File: src/rtl/addsub_arbiter.sv
// Round-robin sequencer that shares one external add/sub unit between two requesters,
// returns each result on a tagged response handshake and keeps the last result for display.
module addsub_arbiter #(
   parameter int WIDTH    = 4,
   parameter int EXEC_LAT = 1
) (
   input  logic             clk,
   input  logic             rst,
   input  logic [1:0]       req_valid,
   output logic [1:0]       req_ready,
   input  logic [WIDTH-1:0] req_a0,
   input  logic [WIDTH-1:0] req_b0,
   input  logic             req_s0,
   input  logic [WIDTH-1:0] req_a1,
   input  logic [WIDTH-1:0] req_b1,
   input  logic             req_s1,
   output logic [WIDTH-1:0] alu_a,
   output logic [WIDTH-1:0] alu_b,
   output logic             alu_s,
   input  logic [WIDTH-1:0] alu_result,
   input  logic             alu_overflow,
   output logic             rsp_valid,
   input  logic             rsp_ready,
   output logic             rsp_id,
   output logic [WIDTH-1:0] rsp_result,
   output logic             rsp_overflow,
   output logic [WIDTH-1:0] disp_value,
   output logic             disp_valid,
   output logic             busy,
   output logic [1:0]       fsm_state
);

   typedef enum logic [1:0] {
      IDLE = 2'd0,
      EXEC = 2'd1,
      RESP = 2'd2
   } state_t;

   localparam int CW = (EXEC_LAT > 1) ? $clog2(EXEC_LAT) : 1;
   localparam logic [CW-1:0] CNT_LOAD = CW'(EXEC_LAT - 1);

   state_t        state;
   logic          rr;
   logic          gnt_id;
   logic [CW-1:0] cnt;

   assign fsm_state = state;

   // Handshakes: a transfer happens on a rising edge where valid and ready are both 1.
   // req_ready is a combinational grant in IDLE only; rsp_valid holds until rsp_ready.
   always_comb begin
      req_ready = 2'b00;
      gnt_id    = (req_valid == 2'b11) ? rr : req_valid[1];
      if (!rst && state == IDLE && req_valid != 2'b00) begin
         req_ready = gnt_id ? 2'b10 : 2'b01;
      end
   end

   always_ff @(posedge clk or posedge rst) begin
      if (rst) begin
         state        <= IDLE;
         rr           <= 1'b0;
         cnt          <= '0;
         alu_a        <= '0;
         alu_b        <= '0;
         alu_s        <= 1'b0;
         rsp_valid    <= 1'b0;
         rsp_id       <= 1'b0;
         rsp_result   <= '0;
         rsp_overflow <= 1'b0;
         disp_value   <= '0;
         disp_valid   <= 1'b0;
         busy         <= 1'b0;
      end else begin
         case (state)
            IDLE: begin
               if (req_ready != 2'b00) begin
                  alu_a  <= gnt_id ? req_a1 : req_a0;
                  alu_b  <= gnt_id ? req_b1 : req_b0;
                  alu_s  <= gnt_id ? req_s1 : req_s0;
                  rsp_id <= gnt_id;
                  cnt    <= CNT_LOAD;
                  busy   <= 1'b1;
                  state  <= EXEC;
               end
            end
            EXEC: begin
               // Operand regs stay put, so the shared unit sees stable inputs for EXEC_LAT cycles.
               if (cnt == '0) begin
                  rsp_result   <= alu_result;
                  rsp_overflow <= alu_overflow;
                  disp_value   <= alu_result;
                  disp_valid   <= 1'b1;
                  rsp_valid    <= 1'b1;
                  state        <= RESP;
               end else begin
                  cnt <= cnt - CW'(1);
               end
            end
            RESP: begin
               if (rsp_ready) begin
                  rsp_valid <= 1'b0;
                  busy      <= 1'b0;
                  rr        <= ~rsp_id;
                  state     <= IDLE;
               end
            end
            default: begin
               state <= IDLE;
            end
         endcase
      end
   end

endmodule
File: config.mk
export PLATFORM = sky130hd
export DESIGN_NAME = addsub_arbiter
export DESIGN_NICKNAME = d
export VERILOG_FILES = /design/src/rtl/addsub_arbiter.sv
export SDC_FILE = /design/constraint.sdc
export NUM_CORES = 1
export LEC_CHECK = 0
export ABC_AREA = 1
export ABC_CLOCK_PERIOD_IN_PS = 6100
export CAP_MARGIN = 20
export CORE_ASPECT_RATIO = 1.75
export CORE_UTILIZATION = 41
export DETAILED_ROUTE_END_ITERATION = 6
export PLACE_DENSITY_LB_ADDON = 0.3
export RECOVER_POWER = 100
export SYNTH_ARGS = -nofsm -noshare
export SYNTH_HDL_FRONTEND = slang
export SYNTH_SLANG_ARGS = --single-unit
File: constraint.sdc
create_clock -name clk -period 6.1 [get_ports clk]
set_input_delay 1.525 -clock clk [delete_from_list [all_inputs] [get_ports clk]]
set_output_delay 1.525 -clock clk [all_outputs]
set_load 0.01 [all_outputs]
==> results of run 1 <==
[flip-flops by register name (all words and copies together), names as in the netlist]
register      count
alu_b             4
alu_s             1
rsp_id            1
rsp_valid         1
busy              1
disp_value        4
disp_valid        1
rsp_overflow      1
fsm_state         2
rr                1
alu_a             4
[power by group through the flow]
stage	Combinational, W	Clock [W]	Sequential [W]
after global routing	0.000302	0.0000938	0.000237
after CTS	0.000304	0.0000891	0.000235
final	0.000270	0.0000860	0.000230
after global placement	0.000295	0	0.000234
after detailed placement	0.000302	0	0.000237
after floorplan	0.000126	0	0.000258
[layer usage]
metal / track usage (%) / share of wire, %
met1: 20.6 / 36
met2: 39.5 / 56
met3: 1.95 / 5.2
met4: 12.5 / 2.7
met5: 0 / 0
[synth_stat cells]
library cell / instances
nand2_2: 2
o21ai_0: 3
nor2_2: 1
dfrtp_1: 21
buf_4: 6
nand3_1: 14
inv_1: 10
buf_6: 3
nand2_1: 61
nor2_4: 2
inv_2: 1
nor3_2: 1
o21ai_2: 1
nor2_1: 3
[stage by stage]
| step | std cells | hold slack (ns) | power (W) |
|---|---|---|---|
| final | 203 | 0.461 | 0.000586 |
| after global routing | 203 | 0.493 | 0.000633 |
| after CTS | 203 | 0.476 | 0.000628 |
| after detailed placement | 199 | 0.457 | 0.000539 |
| after global placement | 199 | 0.455 | 0.000529 |
| after floorplan | 129 | 0.501 | 0.000384 |
[kinds of logic (layout without fill, tap and decap cells)]
kind of cell	count (synthesis)	in the layout	share of synthesized area, %
buffers and inverters	20	69	11.6
AO/OA/AOI/OAI	4	4	2.31
AND/OR/NAND/NOR	84	84	35.1
flip-flops	21	21	51.0
[final timing paths]
check / end / slack [ns] / cells after the start
worst max-delay path: req_ready[0] / 0.67 / 6
worst min-delay path: disp_valid$_DFFE_PP0P_ / 0.46 / 2
worst max register to register: alu_b[3]$_DFFE_PP0P_ / 4.30 / 6
worst min register to register: disp_valid$_DFFE_PP0P_ / 0.46 / 2
max in group asynchronous: disp_value[2]$_DFFE_PP0P_ / 3.33 / 3
min in group asynchronous: rr$_DFFE_PP0P_ / 2.12 / 3
[area by class of cell]
class / count / share of cell area [%]
Clock buffer: 4 / 2.91
Tap cell: 25 / 2.02
Inverter: 11 / 2.66
Timing Repair Buffer: 54 / 34.5
Multi-Input combinational cell: 88 / 24.1
Sequential cell: 21 / 33.9
[worst register-to-register path, cell delays in order (launching register included)]
cell and delay (ns):
dfrtp_1 0.49, nor2_4 0.12, nand2_2 0.06, nor2_1 0.57, inv_2 0.26, nand2_1 0.12, nand2_1 0.06
==> impl_results.md, run 1 <==
* Critical Path Sink Type: primary output
* Post_cts resized at 0
* Post-layout util at between 60% and 70%
* Gpl congestion at about 0.84
* Design Area, Final at between 1500 and 2000 um2
* Endpoints failing setup at 0
* Total track usage at roughly a fifth
* LEAKAGE at approximately 0.8 nW
* I/O Buffers at between 50 and 60
* Fill count at about 190
* H-tree Lvls at 1
* Syn_area_per_cell at between 7 and 8 um2
* Number of post-CTS setup repair buffers at 0
* Most common cell after layout, fill and taps aside: nand2_1
* Power Internal at 0.000382 W
* Die area at around 2700 um2
* Synth Register Bits at 21
* Die X at around 40 um
* Hold Startpoint: disp_valid$_DFFE_PP0P_
* Clock root cell: clkbuf_8
* Die H at 68.3 um
* Fmax at between 150 and 200 MHz
* CTS buffer count at 3
* DP Area at approximately 1500 um2
* CTS tree: yes
* Dpl ws at between 1 and 1.5 ns
* Sequential fraction of the synthesis area at 51.0%
* Synth area leaders: dfrtp_1 51%, nand2_1 22%, nand3_1 6.8%, buf_4 4.4%, inv_1 3.6%
* Final wirelength at between 2 and 2.5 mm
* Net count, final at 207
* Post-DP HPWL at approximately 2 mm
* RSZ-0062 raised after global routing: false
* Wirelength per Cell at 11.9 um
* Register area at about 530 um2
* Worst Path Required at about 4.6 ns
* Vias at a little under 1000
* Synth Instances at roughly 130
* Worst setup SP type: input port
* Final worst slack at 0.672 ns
* Slew headroom at about 28%
* DRC marker count from the first detailed-route iteration at 13
* Largest area contributor in the netlist: dfrtp_1
* DR vias/cell at between 4 and 5
* Share of the synthesized area in the top cell type at 51.0%
* Final Max Slew Viols at 0
* Initial Utilization at 44.2%
* Minimum clock period at roughly 5.4 ns
* Logic gate share of total power at between 40 and 50%
* Clk pin slew, worst setup/hold paths at about 0.070 ns
* Crit-path leading delay family: buffers and inverters
* Cell mode on critical path: nor2_1
* Crit Path Class: input port to primary output
* Area of the multi-input gates at roughly 370 um2
* Largest net degree at the start of global routing at 22
* Power Density at 378 nW/um2
* Most frequent cells in the layout: 61 x nand2_1, 33 x dlygate4sd3_1, 21 x dfrtp_1, 20 x clkdlybuf4s50_1, 14 x nand3_1
* Switch share at between 30% and 40%
* Buf/Inv on CP at 3
* Rows at 23
* I/O pin total at 54
* Sequential share of power at ~39%
* Clock power frac at around 15%
* Crit. Startpoint: req_valid[1]
* Maximum root-to-sink buffer count at 2
* Antenna-violating nets left at 0
* Max Clock Skew at about 0.003 ns
* Setup TNS at 0 ns
* Cell Area, Synth at 1030 um2
* Total gr overflow at 0
* Post-synth cell types at 14
* Status: finished clean
* Sw power at 0.000204 W
* Antenna violations before repair at 0
* Share of layout cells above drive strength 1 at a little over 5%
* TritonRoute pass-1 iters at 4
* Yosys Warn Count at 0
* Period utilization at 89.0%
* Ant. Diodes at 0
* Max-Cap Viols at 0
* DRC at 0
* CP arrival at around 4 ns
* CP peak stage delay at 0.76 ns
* Area delta synth->final at 50.4%
* HP Class: flip-flop to flip-flop
* Syn nets at 157
* Number of global-route vias before repair at approximately 1000
* Final Hold Fails at 0
* Max rail drop VDD at approximately 0.2 mV
* Clock sinks at 21
* CTS Hold Bufs at 0
* First-pass GRT wire length at between 3 and 4 mm
* Slowest cell on crit path: dlygate4sd3_1
* Worst-path maximum fanout at 12
* Clk_lat worst skew at between 0.2 and 0.3 ns
* R2r startpoint: fsm_state[0]$_DFFE_PP0P_
* Worst-Margin Slew at around 1.1 ns
* Cell chain of the critical path: dlygate4sd3_1, nor2_1, nor2_1, inv_2, nor2_2, clkdlybuf4s50_1
* Core ar. at 2330 um2
Power figures use the tool's default switching activity.
==> run 2: changes to the inputs <==
--- a/config.mk
+++ b/config.mk
@@ -9,7 +9,7 @@
 export ABC_CLOCK_PERIOD_IN_PS = 6100
 export CAP_MARGIN = 20
 export CORE_ASPECT_RATIO = 1.75
-export CORE_UTILIZATION = 41
+export CORE_UTILIZATION = 38
 export DETAILED_ROUTE_END_ITERATION = 6
 export PLACE_DENSITY_LB_ADDON = 0.3
 export RECOVER_POWER = 100
==> run 2 against run 1 <==
Compared with the run above:
- core utilization is 4.9 points lower
- via count is 1.2% higher
- worst setup slack better by 0.0057 ns
- sequential power about the same
- cell count is 0.49% higher
==> impl_results.md, run 2 (synthesized netlist as in run 1, its figures left out) <==
* Status: finished clean
* DR vias/cell at 4.87 (+0.73%)
* Total gr overflow at 0 (unchanged)
* Minimum clock period at 5.42 ns (-0.00565 ns)
* CTS tree: yes
* H-tree Lvls at 1 (unchanged)
* Endpoints failing setup at 0 (unchanged)
* Max-Cap Viols at 0 (unchanged)
* I/O pin total at 54 (unchanged)
* Antenna-violating nets left at 0 (unchanged)
* CP peak stage delay at 0.77 ns (about the same)
* Clk pin slew, worst setup/hold paths at 0.07 ns (about the same)
* Die H at 70.9 um (+3.8%)
* Maximum root-to-sink buffer count at 2 (unchanged)
* Worst-path maximum fanout at 12 (unchanged)
* Setup TNS at 0 ns (unchanged)
* Cell chain of the critical path: dlygate4sd3_1, nor2_1, nor2_1, inv_2, nor2_2, clkdlybuf4s50_1
* R2r setup slk at 4.33 ns (+0.03 ns)
* Design Area, Final at 1550 um2 (+0.16%)
* Worst setup SP type: input port
* TritonRoute pass-1 iters at 4 (unchanged)
* Register area at 526 um2 (unchanged)
* Worst Path Required at 4.58 ns (about the same)
* Total track usage at 19.1% (-2.1 points)
* CTS Hold Bufs at 0 (unchanged)
* Core ar. at 2520 um2 (+8.2%)
* Setup crit end: req_ready[0]
* Ant. Diodes at 0 (unchanged)
* Fill count at 240 (+30%)
* Vias at 993 (+1.2%)
* Non-Filler Instances at 204 (+0.49%)
* Number of global-route vias before repair at 960 (-5.1%)
* Post-layout util at 61.6% (-4.9 points)
* Largest net degree at the start of global routing at 22 (unchanged)
* Wirelength per Cell at 11.6 um (-2.2%)
* Hold_ws at 0.466 ns (+0.00464 ns)
* Most frequent cells in the layout: 61 x nand2_1, 33 x dlygate4sd3_1, 21 x dfrtp_1, 20 x clkdlybuf4s50_1, 14 x nand3_1
* Most common cell after layout, fill and taps aside: nand2_1
* Worst reg-to-reg path cell count at 6 (unchanged)
* Rows at 24 (+4.3%)
* Clock root cell: clkbuf_8
* First-pass GRT wire length at 3.89 mm (-2.3%)
* Period utilization at 88.9% (-0.093 points)
* Max Clock Skew at 0.00242 ns (-0.000644 ns)
* DRC marker count from the first detailed-route iteration at 30 (+17)
* DP Area at 1520 um2 (about the same)
* Final Hold Fails at 0 (unchanged)
* Levels on crit path at 6 (unchanged)
* Area of the multi-input gates at 373 um2 (unchanged)
* Antenna violations before repair at 0 (unchanged)
* Clock sinks at 21 (unchanged)
* Clk_lat worst skew at 0.26 ns (about the same)
* Cell mode on critical path: nor2_1
* Net count, final at 207 (unchanged)
* Final wirelength at 2.37 mm (-1.7%)
* HP Class: flip-flop to flip-flop
* Power Density at 379 nW/um2 (+0.32%)
* Initial Utilization at 40.9% (-3.4 points)
* R2r startpoint: fsm_state[0]$_DFFE_PP0P_
* Slew headroom at 30.6% (+2.3 points)
* Buf/Inv on CP at 3 (unchanged)
* Crit-path leading delay family: buffers and inverters
* Worst-Margin Slew at 1.04 ns (-0.0346 ns)
* DRC at 0 (unchanged)
* Crit Path Class: input port to primary output
* Gpl congestion at 0.866 (+2.5%)
* CP arrival at 3.90 ns (about the same)
* LEAKAGE at 0.807 nW (+0.34%)
* Slowest cell on crit path: dlygate4sd3_1
* Post-DP HPWL at 1.94 mm (-0.87%)
* Final Max Slew Viols at 0 (unchanged)
* Crit. Startpoint: req_valid[1]
* Die area at 2930 um2 (+7.6%)
* Max rail drop VDD at 0.171 mV (-15%)
* Post_cts resized at 0 (unchanged)
* Die X at 41.4 um (+3.7%)
* Fmax at 184 MHz (+0.10%)
* Share of layout cells above drive strength 1 at 5.62% (+0.56 points)
* Regs by FF count: alu_a: 4 flops, alu_b: 4 flops, disp_value: 4 flops
* I/O Buffers at 53 (unchanged)
* Area delta synth->final at 50.6%
* RSZ-0062 raised after global routing: false
* Critical Path Sink Type: primary output
* Number of post-CTS setup repair buffers at 0 (unchanged)
* CTS buffer count at 3 (unchanged)
* Reg2reg end: alu_b[0]$_DFFE_PP0P_
* Placed Cells at 200 (+0.50%)
-- run 2: cell type report --
cell class                      instances  area share [%]
Timing Repair Buffer                   54            34.4
Sequential cell                        21            33.8
Multi-Input combinational cell         88            24.0
Clock buffer                            3            2.66
Inverter                               11            2.66
Tap cell                               26            2.10
Clock inverter                          1           0.322
-- run 2: metrics by stage --
step / worst slack [ns] / total power, W
floorplan: 2.00 / 0.000384
global placement: 1.22 / 0.000530
detailed placement: 1.15 / 0.000537
CTS: 1.14 / 0.000627
global route: 0.508 / 0.000640
finish: 0.677 / 0.000589
-- run 2: worst min-delay path by stage --
stage / cells after the start / from / endpoint / slack (ns)
after floorplan: 2 / disp_valid$_DFFE_PP0P_ / disp_valid$_DFFE_PP0P_ / 0.50
after global placement: 2 / disp_valid$_DFFE_PP0P_ / disp_valid$_DFFE_PP0P_ / 0.45
after detailed placement: 2 / disp_valid$_DFFE_PP0P_ / disp_valid$_DFFE_PP0P_ / 0.46
after CTS: 2 / disp_valid$_DFFE_PP0P_ / disp_valid$_DFFE_PP0P_ / 0.48
after global routing: 2 / alu_a[3]$_DFFE_PP0P_ / alu_a[3]$_DFFE_PP0P_ / 0.52
final: 2 / disp_valid$_DFFE_PP0P_ / disp_valid$_DFFE_PP0P_ / 0.47
-- run 2: layer usage --
layer  up-vias  part of all wire (%)  global-route usage (%)
li1        488                     -                       -
met1       445                    38                    21.0
met2        51                    53                    32.6
met3         9                   6.8                    3.45
met4         0                   2.7                    8.96
met5         -                     0                       0
-- run 2: power breakdown --
part	total, W	internal, W	switching (W)
clock network	0.0000901	0.0000455	0.0000446
logic	0.000267	0.000138	0.000129
registers	0.000231	0.000196	0.0000345
-- run 2: worst min-delay path: stages, from the launching register on --
cell and delay [ns]:
dfrtp_1 0.34, inv_1 0.04, nand2_1 0.05
